File: src/rtl/instruction_fetch_unit.sv
// instruction_fetch_unit
// Fetch stage: owns the program counter, keeps at most one instruction-memory
// read in flight, and hands each returned word with its PC to the decoder over
// a valid/ready handshake. A downstream redirect restarts fetching at a new PC
// and squashes any response that belongs to the old path.
//
// Ports:
//   clk, rst                 clock and synchronous active-high reset
//   imem_req / imem_addr     registered read request and word-aligned address
//   imem_ready               memory accepts the request this cycle
//   imem_rvalid / imem_rdata read response
//   instr_valid / instr      fetched instruction presented to decode
//   opcode                   instr[6:0], wired straight to the decoder
//   pc / pc_plus4            address of instr and that address + 4
//   instr_ready              decode consumes the instruction this cycle
//   redirect / redirect_target  restart fetch at the (word-aligned) target
module instruction_fetch_unit #(
  parameter logic [31:0] RESET_PC = 32'h0000_0000
) (
  input  logic        clk,
  input  logic        rst,
  output logic        imem_req,
  output logic [31:0] imem_addr,
  input  logic        imem_ready,
  input  logic        imem_rvalid,
  input  logic [31:0] imem_rdata,
  output logic        instr_valid,
  output logic [31:0] instr,
  output logic [6:0]  opcode,
  output logic [31:0] pc,
  output logic [31:0] pc_plus4,
  input  logic        instr_ready,
  input  logic        redirect,
  input  logic [31:0] redirect_target
);

  typedef enum logic [1:0] {
    ST_REQ  = 2'd0,
    ST_WAIT = 2'd1,
    ST_HOLD = 2'd2
  } state_t;

  state_t      state_r, state_s;
  logic        squash_r, squash_s;
  logic [31:0] fetch_pc_r, fetch_pc_s;
  logic        req_r;
  logic        valid_r;
  logic [31:0] instr_r;
  logic [31:0] pc_r;
  logic [31:0] pc_plus4_r;
  logic        capture_s;
  logic [31:0] redir_pc_s;

  // Masking rather than slicing keeps every target bit in use; the low two
  // bits are simply forced to zero.
  assign redir_pc_s = redirect_target & 32'hFFFF_FFFC;

  // Next-state, squash and fetch-PC selection; redirect outranks every event.
  always_comb begin
    state_s    = state_r;
    squash_s   = squash_r;
    fetch_pc_s = fetch_pc_r;
    capture_s  = 1'b0;
    case (state_r)
      ST_REQ: begin
        // req_r is low for one cycle after reset, so no accept can happen then.
        if (redirect) begin
          fetch_pc_s = redir_pc_s;
          if (req_r && imem_ready) begin
            // The old address was accepted; its response must be dropped.
            squash_s = 1'b1;
            state_s  = ST_WAIT;
          end else begin
            state_s = ST_REQ;
          end
        end else if (req_r && imem_ready) begin
          state_s = ST_WAIT;
        end else begin
          state_s = ST_REQ;
        end
      end
      ST_WAIT: begin
        if (redirect) begin
          fetch_pc_s = redir_pc_s;
          if (imem_rvalid) begin
            squash_s = 1'b0;
            state_s  = ST_REQ;
          end else begin
            squash_s = 1'b1;
            state_s  = ST_WAIT;
          end
        end else if (imem_rvalid) begin
          if (squash_r) begin
            squash_s = 1'b0;
            state_s  = ST_REQ;
          end else begin
            capture_s = 1'b1;
            state_s   = ST_HOLD;
          end
        end else begin
          state_s = ST_WAIT;
        end
      end
      ST_HOLD: begin
        if (redirect) begin
          fetch_pc_s = redir_pc_s;
          state_s    = ST_REQ;
        end else if (instr_ready) begin
          fetch_pc_s = pc_plus4_r;
          state_s    = ST_REQ;
        end else begin
          state_s = ST_HOLD;
        end
      end
      default: begin
        state_s  = ST_REQ;
        squash_s = 1'b0;
      end
    endcase
  end

  // State, PC and registered output updates.
  always_ff @(posedge clk) begin
    if (rst) begin
      state_r    <= ST_REQ;
      squash_r   <= 1'b0;
      fetch_pc_r <= RESET_PC;
      req_r      <= 1'b0;
      valid_r    <= 1'b0;
      instr_r    <= 32'h0000_0000;
      pc_r       <= RESET_PC;
      pc_plus4_r <= RESET_PC + 32'd4;
    end else begin
      state_r    <= state_s;
      squash_r   <= squash_s;
      fetch_pc_r <= fetch_pc_s;
      req_r      <= (state_s == ST_REQ);
      valid_r    <= (state_s == ST_HOLD);
      if (capture_s) begin
        instr_r    <= imem_rdata;
        pc_r       <= fetch_pc_r;
        pc_plus4_r <= fetch_pc_r + 32'd4;
      end
    end
  end

  assign imem_req    = req_r;
  assign imem_addr   = fetch_pc_r;
  assign instr_valid = valid_r;
  assign instr       = instr_r;
  assign opcode      = instr_r[6:0];
  assign pc          = pc_r;
  assign pc_plus4    = pc_plus4_r;

endmodule

File: config.mk
export PLATFORM = sky130hd
export DESIGN_NAME = instruction_fetch_unit
export DESIGN_NICKNAME = d
export VERILOG_FILES = /design/src/rtl/instruction_fetch_unit.sv
export SDC_FILE = /design/constraint.sdc
export NUM_CORES = 1
export LEC_CHECK = 0
export CORE_MARGIN = 3
export CORE_UTILIZATION = 45
export CTS_CLUSTER_SIZE = 40
export DETAILED_ROUTE_END_ITERATION = 8
export PLACE_DENSITY_LB_ADDON = 0.1
export SLEW_MARGIN = 20
export SYNTH_ARGS = -nofsm -noshare
export SYNTH_HDL_FRONTEND = slang
export SYNTH_SLANG_ARGS = --single-unit
File: constraint.sdc
create_clock -name clk -period 2.4 [get_ports clk]
set_input_delay 0.36 -clock clk [delete_from_list [all_inputs] [get_ports clk]]
set_output_delay 0.36 -clock clk [all_outputs]
set_load 0.05 [all_outputs]
# Word level (Yosys, flattened, before mapping)
# Cells that the tools add are included.
[totals]
ff_bits = 133
input_bits = 70
out_inout_bits = 137
wordCells = 47
[classes]
add_sub_neg = 1
n_eq_ne = 8
muxes = 22
n_bitwise = 1
reduce_logical = 7
[ops]
columns = ["op", "n"]
rows = [
  ["32-bit two-way mux", 3],
  ["32-bit case mux with 2 select lines", 1],
  ["32-bit by 3-bit adder with 32-bit output (second input constant)", 1],
  ["1-bit two-way mux", 11],
  ["2-bit two-way mux", 5],
  ["3-bit != test (second input constant)", 2],
  ["2-bit case mux with 3 select lines", 1],
  ["2-bit == test (second input constant)", 2],
  ["2-bit logical NOT", 2],
  ["2-bit != test (second input constant)", 2],
  ["4-bit AND reduction", 1],
  ["1-bit case mux with 3 select lines", 1],
  ["3-bit AND reduction", 1],
  ["2-bit by 1-bit == test with 1-bit output (second input constant)", 1],
  ["2-bit by 1-bit != test with 1-bit output (second input constant)", 1],
  ["2-bit nonzero test", 1],
  ["2-bit OR reduction", 1],
  ["1-bit logical AND", 1],
  ["1-bit NOT", 1],
]

# Depth between registers and ports, before layout
# Gate-level depths: netlist (run 1).
[logic_depth]
depth_word = 5
depth_mapped = 8
depth_no_buf = 5

# Worst setup path before layout (run 1)
# Ideal clock, no wire load.
[synth_path]
path_kind = "reg-to-reg"
from = "register fetch_pc_r[2] (netlist: imem_addr[2])"
to = "register pc_plus4_r[26] (netlist: pc_plus4[26])"
setup_time_ns = 0.074
arrival_ns = 2.390
t_required_ns = 2.326
path_slack_ns = -0.065
path_stages_with_launch = 7
n_path_buf = 1
period_less_slack_ns = 2.465
path_cell_list = "dfxtp_1 > ha_1 > nand4_1 > or4_4 > buf_6 > or4_1 > a31oi_1"
[synth_between]
elab_chain_cells = 1
[synth_rtl]
columns = ["item", "line_no", "text"]
rows = [
  ["start: declaration", "45", "logic [31:0] fetch_pc_r, fetch_pc_s;"],
  ["start signal: assignment", "136", "fetch_pc_r <= fetch_pc_s;"],
  ["32-bit by 3-bit adder with 32-bit output", "142", "pc_plus4_r <= fetch_pc_r + 32'd4;"],
  ["end signal: assignment", "132", "pc_plus4_r <= RESET_PC + 32'd4;"],
  ["end signal: assignment", "142", ""],
  ["end: declaration", "50", "logic [31:0] pc_plus4_r;"],
]
# No other way between the ends.
# A chain may end at the register's enable or synchronous reset.

# Worst setup path in the final report (run 1)
# Same ends and word-level chain as after synthesis.

==> results.cfg, run 1 <==
[run_status]
outcome = finished, final reports clean

[floorplanning]
dieWidth_microns = 118
die_area_sq_um = 13900
core_region_area_sq_um = 12100
die_h_microns = 118
pin_count = 207
row_count = 40
start_util = 0.465

[worst_setup_path]
cp_max_fo = 11
cp-end-kind = register
startpoint_type = register
worstSetupPathType = register to register
required_ns = 2.74
r2r_slack_ns = 0.16
cp.arrival_ns = 2.58

[yosys]
synth_edf_count = 0
syn-cell-area_sq_um = 5630
ys_seq_area_frac = 0.466
synthFlopType = dfxtp_1
synth-seq-cells = 131
syn_avg_cell_area_sq_um = 8.50
syn_nets = 734
ys_warn_count = 0
async_flop_share = 0
ys_types = 44
syn_inst = 663

[grt]
grtUsageMet1 = 0.296
top_usage_layer = met2
grt_first_pass_wirelength_mm = 26.8
use_met2 = 0.386
overflow = 0
antenna_found_initial = 0
grt_max_degree = 51
grtUsageMet3 = 0.0678
track_usage = 0.234
grt_pass1_vias = 5306

[clock_tree]
numCtsBuffers = 17
htree_levels = 4
cts-root-buf = clkbuf_16
cts_sinks = 131
clk_pin_slew_ns = 0.05
post_cts_buffers = 0
cts.path.max_buffers = 2
cts_resized = 0
cts_tree = built
hold_buffers = 0
clk_latency_ns = 0.41

[sta]
max_freq_mhz = 446
finalSetupViolCount = 0
worst_slack_ns = 0.159
min_period_ns = 2.24
slew_headroom = 0.594
skew_ns = 0.00899
fin_crit_sh = 0.934
tightest_slew_ns = 0.603
finalHoldViolations = 0
finalSetupTns_ns = 0
drv_slew = 0
grt_setup_unrepaired = false

[place]
hpwl_mm = 12.1
dpl_worst_slack_ns = 0.0906
io_buffers = 204
place.gp.congestion = 0.810

[route]
first_pass_iters = 5
avgViaCountPerCell = 5.31
drc = 0
wl_per_cell_microns = 15.9
drt_iter0_drc = 358
ant_nets = 0
vias = 5496
drt-total-wl_mm = 16.5

[cells_and_area]
area_growth_pct = 48.0
mostFrequentLayoutCell = clkdlybuf4s50_1
final_core_util = 0.688
n_antenna_cell = 0
final_cell_mix = clkdlybuf4s50_1, nand2_1, dfxtp_1
nets = 928
drive_above_1_share = 0.0854

[pwr]
max-vdd-ir-drop_v = 0.000361
powerDensity_nw_per_um2 = 628
power_uw = 5240
power.leakage_uw = 0.00305

[min_path]
hp-class = primary input to register

[flow_run]
max_cap_violations = 0
-- synth_stat cells, drive strengths merged, types with 5 or more instances --
library cell	n	area, sq um
inv	5	18.8
nand4	10	83.8
buf	22	143
or4	10	82.6
nand3	10	50.1
nor4	16	100
a211oi	47	353
a21oi	69	345
xnor2	8	70.1
and4	7	63.8
a311oi	7	61.3
dfxtp	131	2620
clkbuf	40	190
o21bai	7	52.6
nor2	59	221
mux2i	32	320
nand2	139	522
nor3	8	40.0
o31ai	6	45.0
-- through the flow --
step	instances	hold WS (ns)	cell area, sq um
floorplan	663	0.486	5640
global placement	1006	0.441	7850
detailed placement	1006	0.446	7850
CTS	1035	0.359	8340
global route	1035	0.378	8340
finish	1035	0.362	8340
-- path summary, 6_finish.rpt --
path           startpoint           end  cells past startpoint
max          imem_addr[2]  pc_plus4[26]                      5
max reg2reg  imem_addr[2]  pc_plus4[26]                      5
min                   rst     instr[28]                      2
min reg2reg        pc[21]        pc[21]                      2
-- power by group --
group | internal, uW | total [uW] | switching [uW]
clock | 1320 | 2180 | 866
combinational | 303 | 730 | 427
sequential | 2240 | 2320 | 79.9
-- cells by family (layout without fill, tap and decap cells) --
logic type | after synthesis | after routing | synth area share
multiplexers | 32 | 32 | 0.0569
AND/OR/NAND/NOR | 271 | 271 | 0.221
XOR/XNOR | 12 | 12 | 0.0187
flip-flops | 131 | 131 | 0.466
AO/OA/AOI/OAI | 146 | 146 | 0.163
buffers and inverters | 70 | 274 | 0.0724
adder cells (fa/ha/maj) | 1 | 1 | 0.00222
-- flip-flops by register name, indices dropped and copies added, names as in the netlist --
register     cells
pc              32
imem_req         1
pc_plus4        30
instr_valid      1
imem_addr       32
instr           32
state_r          2
squash_r         1
-- metal layers --
layer | vias to the layer above | wire (microns)
met5 | - | 0
met3 | 13 | 1270
li1 | 2711 | -
met2 | 202 | 7900
met1 | 2570 | 7220
met4 | 0 | 113
-- critical path, stage by stage (launching register included) --
cell     delay, ns
dfxtp_2       0.40
ha_1          0.26
nand4_1       0.23
or4_4         0.56
or4_1         0.55
a31oi_1       0.16
-- area by class of cell --
type	count	area, sq um
inverters	5	18.8
fillers	1022	3770
clock inverters	6	35.0
flip-flops and latches	131	2630
repair buffers	240	2370
multi-input cells	462	2620
well taps	168	210
clock buffers	23	458
Power figures use the tool's default switching activity.
==> inputs of run 2 (changes only) <==
--- a/config.mk
+++ b/config.mk
@@ -7,7 +7,7 @@
 export LEC_CHECK = 0
 export CORE_MARGIN = 3
 export CORE_UTILIZATION = 45
-export CTS_CLUSTER_SIZE = 40
+export CTS_CLUSTER_SIZE = 12
 export DETAILED_ROUTE_END_ITERATION = 8
 export PLACE_DENSITY_LB_ADDON = 0.1
 export SLEW_MARGIN = 20
==> results of run 2 <==
No change in the layout: final DEF, timing and power equal those of run 1.
==> inputs of run 3 (changes only) <==
--- a/config.mk
+++ b/config.mk
@@ -7,6 +7,7 @@
 export LEC_CHECK = 0
 export CORE_MARGIN = 3
 export CORE_UTILIZATION = 45
+export CTS_BUF_LIST = sky130_fd_sc_hd__clkbuf_8 sky130_fd_sc_hd__clkbuf_16
 export CTS_CLUSTER_SIZE = 12
 export DETAILED_ROUTE_END_ITERATION = 8
 export PLACE_DENSITY_LB_ADDON = 0.1
==> results.cfg, run 3 (synthesis gave the netlist of run 1 again) <==
[run_status]
outcome = finished, final reports clean

[clock_tree]
numCtsBuffers = 17
htree_levels = 4
cts_tree = built
post_cts_buffers = 0
clk_pin_slew_ns = 0.05
cts.path.max_buffers = 2
cts_resized = 0
clk_latency_ns = 0.41
cts-root-buf = clkbuf_16
hold_buffers = 0
cts_sinks = 131

[floorplanning]
core_region_area_sq_um = 12100
pin_count = 207
die_h_microns = 118
dieWidth_microns = 118
die_area_sq_um = 13900
start_util = 0.465
row_count = 40

[worst_setup_path]
worst_path_largest_cell_delay_ns = 0.55
required_ns = 2.73
cp_max_fo = 11
worstSetupPathType = register to register
crit_chain = ha_1, nand4_1, or4_4, or4_1, a31oi_1
startpoint_type = register
cp.arrival_ns = 2.57
cp-end-kind = register
path_buf_inv = 0
crit_family = simple AND/OR/NAND/NOR gates
critPathSlowestCell = or4_4

[route]
avgViaCountPerCell = 5.31
drt_iter0_drc = 348
first_pass_iters = 5
ant_nets = 0
wl_per_cell_microns = 16.0
drt-total-wl_mm = 16.5
vias = 5491
drc = 0

[cells_and_area]
n_antenna_cell = 0
mostFrequentLayoutCell = clkdlybuf4s50_1
seq_area_sq_um = 2630
final_cell_mix = clkdlybuf4s50_1, nand2_1, dfxtp_1
stdcell_count = 1035
area_growth_pct = 48.0
fillCellCount = 1022
final_core_util = 0.688
multiInputGateArea_sq_um = 2620
nets = 928
drive_above_1_share = 0.0854

[place]
place.gp.congestion = 0.810
placed_cells = 1006
io_buffers = 204
dpl_worst_slack_ns = 0.0906
hpwl_mm = 12.1

[grt]
track_usage = 0.234
grt_max_degree = 51
grt_pass1_vias = 5308
antenna_found_initial = 0
overflow = 0
grt_first_pass_wirelength_mm = 26.8

[sta]
finalSetupTns_ns = 0
skew_ns = 0.00945
slew_headroom = 0.594
drv_slew = 0
fin_crit_sh = 0.932
grt_setup_unrepaired = false
finalSetupViolCount = 0
fin_hold_ws_ns = 0.366
worst_slack_ns = 0.163
max_freq_mhz = 447
tightest_slew_ns = 0.603
finalHoldViolations = 0
min_period_ns = 2.24

[pwr]
power_frac_comb = 0.140
pwr-share-clk = 0.415
powerDensity_nw_per_um2 = 625
internal_power_uw = 3840
power.leakage_uw = 0.00307
p_switching_uw = 1370
max-vdd-ir-drop_v = 0.000361
netSwitchingFraction = 0.263
share_seq_of_total_power = 0.445

[flow_run]
max_cap_violations = 0

[min_path]
hp-class = primary input to register
-- run 3: stage by stage --
stage               power, uW  instance area (sq um)
finish                   5210                   8340
global route             5420                   8340
CTS                      5260                   8340
detailed placement       3100                   7850
global placement         3080                   7850
floorplan                2770                   5640
-- run 3: power by group through the flow --
stage | Clock, uW | Combinational, uW | Sequential [uW]
CTS | 2210 | 735 | 2320
global placement | 0 | 721 | 2360
finish | 2160 | 731 | 2320
floorplan | 0 | 215 | 2560
detailed placement | 0 | 731 | 2360
global route | 2310 | 779 | 2330
-- run 3: area by class of cell --
class,instances,area share
clock buffers,18,0.0527
clock inverters,11,0.00645
inverters,5,0.00225
multi-input cells,462,0.314
flip-flops and latches,131,0.315
well taps,168,0.0252
repair buffers,240,0.285
-- run 3: metal layers --
| layer | up-vias | part of all wire | global-route usage |
|---|---|---|---|
| met2 | 197 | 0.48 | 0.386 |
| li1 | 2706 | - | - |
| met1 | 2573 | 0.44 | 0.297 |
| met5 | - | 0 | 0 |
| met3 | 15 | 0.079 | 0.0678 |
| met4 | 0 | 0.0082 | 0.0696 |
-- run 3: worst paths after layout --
path                start      endpoint  slack [ns]  cells after the start
min                   rst     instr[28]        0.37                      2
min reg2reg        pc[21]        pc[21]        0.45                      2
max          imem_addr[2]  pc_plus4[26]        0.16                      5
max reg2reg  imem_addr[2]  pc_plus4[26]        0.16                      5
